## src/rtl/sha256_msg_sched.sv

```systemverilog
// SHA-256 message schedule generator.
// Loads one 512-bit padded block into a 16-word circular buffer and streams
// W[0..ROUNDS-1] over a valid/ready handshake. Words 16 and up are expanded
// on the fly from the buffer and written back over the oldest slot.
module sha256_msg_sched #(
  parameter int ROUNDS = 64
) (
  input  logic         clk,
  input  logic         rst_n,
  input  logic         start,
  input  logic [511:0] block_in,
  output logic         busy,
  output logic         w_valid,
  input  logic         w_ready,
  output logic [31:0]  w_out,
  output logic [5:0]   w_idx,
  output logic         done
);

  localparam logic [1:0] IDLE = 2'd0;
  localparam logic [1:0] RUN  = 2'd1;
  localparam logic [1:0] DONE = 2'd2;

  localparam logic [5:0] LAST_IDX = 6'(ROUNDS - 1);

  logic [1:0]  state_q;
  logic [5:0]  t_q;
  logic [31:0] buf_q [16];

  // Buffer slot holding W[t-16]; also the slot W[t] is written into.
  logic [3:0]  slot;
  logic [31:0] w_m2, w_m7, w_m15, w_m16;
  logic [31:0] s0, s1;
  logic [31:0] w_new;
  logic [31:0] w_cur;
  logic        in_run;

  assign slot = t_q[3:0];

  // Taps are (t-k) mod 16; 4-bit arithmetic wraps naturally.
  assign w_m2  = buf_q[slot - 4'd2];
  assign w_m7  = buf_q[slot - 4'd7];
  assign w_m15 = buf_q[slot - 4'd15];
  assign w_m16 = buf_q[slot];

  // sigma0 / sigma1 as pure wiring: rotates are bit re-orderings, shifts zero-fill.
  assign s0 = {w_m15[6:0],  w_m15[31:7]}  ^ {w_m15[17:0], w_m15[31:18]} ^ {3'b0,  w_m15[31:3]};
  assign s1 = {w_m2[16:0],  w_m2[31:17]}  ^ {w_m2[18:0],  w_m2[31:19]}  ^ {10'b0, w_m2[31:10]};

  assign w_new = s1 + w_m7 + s0 + w_m16;
  assign w_cur = (t_q < 6'd16) ? buf_q[slot] : w_new;

  assign in_run  = (state_q == RUN);
  assign busy    = (state_q != IDLE);
  assign w_valid = in_run;
  assign done    = (state_q == DONE);
  assign w_idx   = in_run ? t_q   : 6'd0;
  assign w_out   = in_run ? w_cur : 32'd0;

  // FSM, word counter and circular buffer; everything advances only on a transfer.
  always_ff @(posedge clk or negedge rst_n) begin
    if (!rst_n) begin
      state_q <= IDLE;
      t_q     <= '0;
      // NOTE: the buffer is cleared in reset so no stale block can leak out after
      // an abandoned run; 16 words is small enough that resetting them is cheap.
      for (int i = 0; i < 16; i++) begin
        buf_q[i] <= '0;
      end
    end else begin
      // NOTE: non-blocking assignments throughout, so every tap above reads the
      // pre-edge buffer contents even in the cycle a slot is overwritten.
      case (state_q)
        IDLE: begin
          if (start) begin
            for (int i = 0; i < 16; i++) begin
              buf_q[i] <= block_in[32*(15-i) +: 32];
            end
            t_q     <= '0;
            state_q <= RUN;
          end
        end
        RUN: begin
          if (w_ready) begin
            if (t_q >= 6'd16) begin
              buf_q[slot] <= w_new;
            end
            if (t_q == LAST_IDX) begin
              t_q     <= '0;
              state_q <= DONE;
            end else begin
              t_q <= t_q + 6'd1;
            end
          end
        end
        DONE: begin
          state_q <= IDLE;
        end
        default: begin
          state_q <= IDLE;
        end
      endcase
    end
  end

endmodule

```

## config.mk

```make
export PLATFORM = sky130hd
export DESIGN_NAME = sha256_msg_sched
export DESIGN_NICKNAME = d
export VERILOG_FILES = /design/src/rtl/sha256_msg_sched.sv
export SDC_FILE = /design/constraint.sdc
export NUM_CORES = 2
export LEC_CHECK = 0
export BUFFER_PORTS_ARGS = -buffer_cell sky130_fd_sc_hd__buf_2
export CAP_MARGIN = 20
export CORE_ASPECT_RATIO = 0.7
export CORE_MARGIN = 5
export CORE_UTILIZATION = 54
export CTS_CLUSTER_SIZE = 24
export DETAILED_ROUTE_END_ITERATION = 8
export PLACE_DENSITY = 0.75
export SLEW_MARGIN = 20
export SYNTH_ARGS = -nofsm -noshare
export SYNTH_HDL_FRONTEND = slang
export SYNTH_SLANG_ARGS = --single-unit
```

## constraint.sdc

```tcl
create_clock -name clk -period 9.69 [get_ports clk]
set_clock_uncertainty 0.15 [all_clocks]
set_input_delay 1.938 -clock clk [delete_from_list [all_inputs] [get_ports clk]]
set_output_delay 1.938 -clock clk [all_outputs]
set_load 0.05 [all_outputs]
```

==> summary.txt <==
===============================================================================
Run status                                                            completed
Height of the die                                                        236 um
Antenna violations before repair                                             20
Final core occ                                                            0.630
Post-DRT Antenna Nets                                                         0
Minimum clock period                                                    9.51 ns
Met2 usage                                                                0.563
Nature of the critical path endpoint                               primary output
Most used cell, CP                                                        buf_4
WP data required                                                        7.60 ns
Num ports                                                                   557
Total congestion overflow                                                     0
Number of buffers added by the clock tree synthesis step                     51
Total of endpoints with negative setup slack in the final report              0
WL/cell                                                                 38.4 um
Number of standard-cell rows in the floorplan                                83
Placer's final routability congestion estimate                             1.10
Hold path startpoint                                                 buf_q[174]
Largest delay contributor family on the critical path               adder cells
Later-pin clock latency in the skew report                              0.67 ns
Net count of the mapped netlist                                           4,216
Floorplan Core Area                                                 0.0729 mm^2
Logic depth of the worst register-to-register path                           23
Cell Area, Synth                                                    0.0395 mm^2
Cell depth of the worst min-delay path                                        2
Part of the cycle the worst path needs                                    0.981
H-tree depth reported by CTS                                                  2
Max cap viols                                                                 0
Slew Limit Headroom                                                       0.141
Synth-to-layout area growth                                               16.2%
Slew Viols, Final                                                             0
Critical path's slowest cell                                             mux4_2
Initial standard-cell utilization of the core                             0.542
Met1 GRT Util                                                             0.692
Transition at the pin with the smallest max-transition slack            1.28 ns
Area of the die                                                     0.0788 mm^2
Share of the yosys chip area belonging to registers                       0.329
R2r startpoint                                                           t_q[1]
#FFs+latches synth                                                          520
Per-cell via count in the routed design                                    7.68
Buffers added on ports                                                      556
Ordered cell list for the critical path                            inv_1 -> ha_4 -> buf_12 -> buf_4 -> buf_4 -> mux4_2 -> mux4_2 -> xor2_1 -> xnor2_1 -> fa_1 -> fa_1 -> inv_1 -> ha_1 -> nand2_1 -> or3_1 -> o221ai_1 -> a21o_1 -> nor4b_1 -> nor4_1 -> buf_4 -> xnor2_2 -> o22ai_4 -> buf_2
Bufs on Longest Clock Path                                                    3
Crit path depth                                                              23
Worst flop-to-flop path endpoint                                     buf_q[122]
Capture endpoint of the worst hold path                              buf_q[174]
First-pass GRT wire length                                               268 mm
Count of unresolved DRC violations after routing                              0
Die W                                                                    333 um
Post-synth top flop                                                     dfrtp_1
Final Net Count                                                           4,624
Total GRT Usage                                                           0.476
Register-to-register path setup slack                                   2.40 ns
Number of enable flip-flop cells after synthesis                              0
Wirelength, routed                                                       193 mm
Sum of negative setup slack                                                0 ns
Fraction of final layout cells sized beyond drive strength 1              0.339
Achievable clock frequency                                              105 MHz
Worst hold-check path type                                           reg -> reg
Synthesized instance count                                                3,601
Clock transition at the registers of the reported paths                 0.07 ns
WP data arrival                                                         7.42 ns
Number of unique standard cell types used by synthesis                       63
Slowest cell delay on critical path                                     0.59 ns
Mapped Avg Cell Area                                                  11.0 um^2
Clock Tree Root                                                       clkbuf_16
Number of hold violations in the final report                                 0
Synth Warn #                                                                  0
Most crowded layer after global routing                                    met1
Detailed placement HPWL                                                  147 mm
TritonCTS clock tree                                                      built
GRT met3 Usage                                                            0.351
Post-synthesis async set-or-reset flop share                               1.00
Critical Path Fanout Max                                                     13
Number of buffers and inverters on the critical path                          7
Number of vias in the routed layout                                      38,700
Setup repair after global routing missed its margin                       false
Sinks on the clock net                                                      520
Vias in the first global route                                           35,000
Type of the setup path with the least slack                          reg -> out
Number of DRC violations after detailed-routing iteration 0               7,908
Type of element launching the critical path                                flop
Maximum number of pins on one net before global-route repair                224
Initial DRT Pass Iterations                                                   8
===============================================================================
synthesized netlist by cell type, drive strengths merged, types with 6 or more instances:
cell type / count / area share
o211ai: 7 / 0.0013
mux4: 511 / 0.29
clkbuf: 237 / 0.023
nand3: 25 / 0.0032
nor3: 19 / 0.0025
o21ai: 381 / 0.048
nor2b: 6 / 0.00095
nor2: 143 / 0.014
xnor2: 78 / 0.018
o22ai: 71 / 0.011
o2bb2ai: 16 / 0.0035
xor2: 68 / 0.015
a221o: 16 / 0.0041
and3: 21 / 0.0033
ha: 37 / 0.012
a22oi: 272 / 0.052
nand2: 472 / 0.045
dfrtp: 520 / 0.33
fa: 62 / 0.031
buf: 105 / 0.013
inv: 139 / 0.013
a21o: 11 / 0.0021
o32ai: 48 / 0.011
a21oi: 211 / 0.028
a32oi: 64 / 0.014
registers in the layout, summed over array words and instances, names as in the netlist:
| signal | cells |
|---|---|
| t_q | 6 |
| buf_q | 512 |
| state_q | 2 |
worst min-delay path, delay by kind of cell, from the launching register on:
kind             cells  cell delay (ns)
AND/OR/NAND/NOR      1             0.05
AO/OA/AOI/OAI        1             0.06
flip-flops           1             0.38
per-layer routing:
layer,routed length (um),vias to the layer above
met2,70800,3959
met5,402,-
met1,72400,19600
li1,-,14700
met3,44400,406
met4,5550,14
logic make-up after synthesis:
| logic type | share of synthesized area |
|---|---|
| mux | 0.292 |
| xor+xnor | 0.0329 |
| buf+inv | 0.0483 |
| compound gates | 0.183 |
| flops | 0.329 |
| simple gates | 0.0719 |
| fa+ha+maj | 0.0431 |
per-stage QoR:
stage | hold WS, ns | cell area, um^2 | std cells | setup slack (ns)
detailed placement | 0.362 | 43700 | 4913 | 0.724
CTS | 0.376 | 45600 | 5008 | 0.00985
global route | 0.398 | 45900 | 5035 | 0.0480
floorplan | 0.325 | 39600 | 3601 | 0.00855
finish | 0.378 | 45900 | 5042 | 0.184
global placement | 0.350 | 43700 | 4913 | 0.766
layout make-up:
| type | instances | area (um^2) |
|---|---|---|
| fill | 5820 | 27000 |
| multi-input combinational | 2600 | 25100 |
| sequential | 520 | 13000 |
| timing repair buffer | 697 | 4240 |
| clock buffer | 72 | 1460 |
| tap | 977 | 1220 |
| inverter | 139 | 524 |
| clock inverter | 23 | 349 |
| antenna | 14 | 35.0 |
placed cells by master (no fill, tap or decap), drive strengths merged, types with 64 or more instances in the layout:
master and count:
inv 140, a32oi 64, a21oi 211, mux4 511, nand2 472, xnor2 78, buf 694, dfrtp 520
nor2 143, clkbuf 75, o21ai 381, xor2 68, a22oi 272, o22ai 71
timing repair:
action / CTS / global route
buffers inserted: 0 / 16
gates resized for setup: 0 / 16
endpoints found under the hold margin: 0 / 0
hold buffers: 0 / 0
endpoints found under the setup margin: 0 / 13
worst max path at each step:
stage	from	to	slack, ns
after floorplan	t_q[0]	w_out[30]	0.009
after CTS	t_q[0]	w_out[30]	0.01
after global placement	t_q[1]	w_out[30]	0.77
after detailed placement	t_q[0]	w_out[30]	0.72
after global routing	t_q[1]	w_out[23]	0.05
final	t_q[1]	w_out[31]	0.18
Power is left out: the tool's default activity adds up to more than one toggle a clock period on the data nets, which glitch-free logic cannot reach.
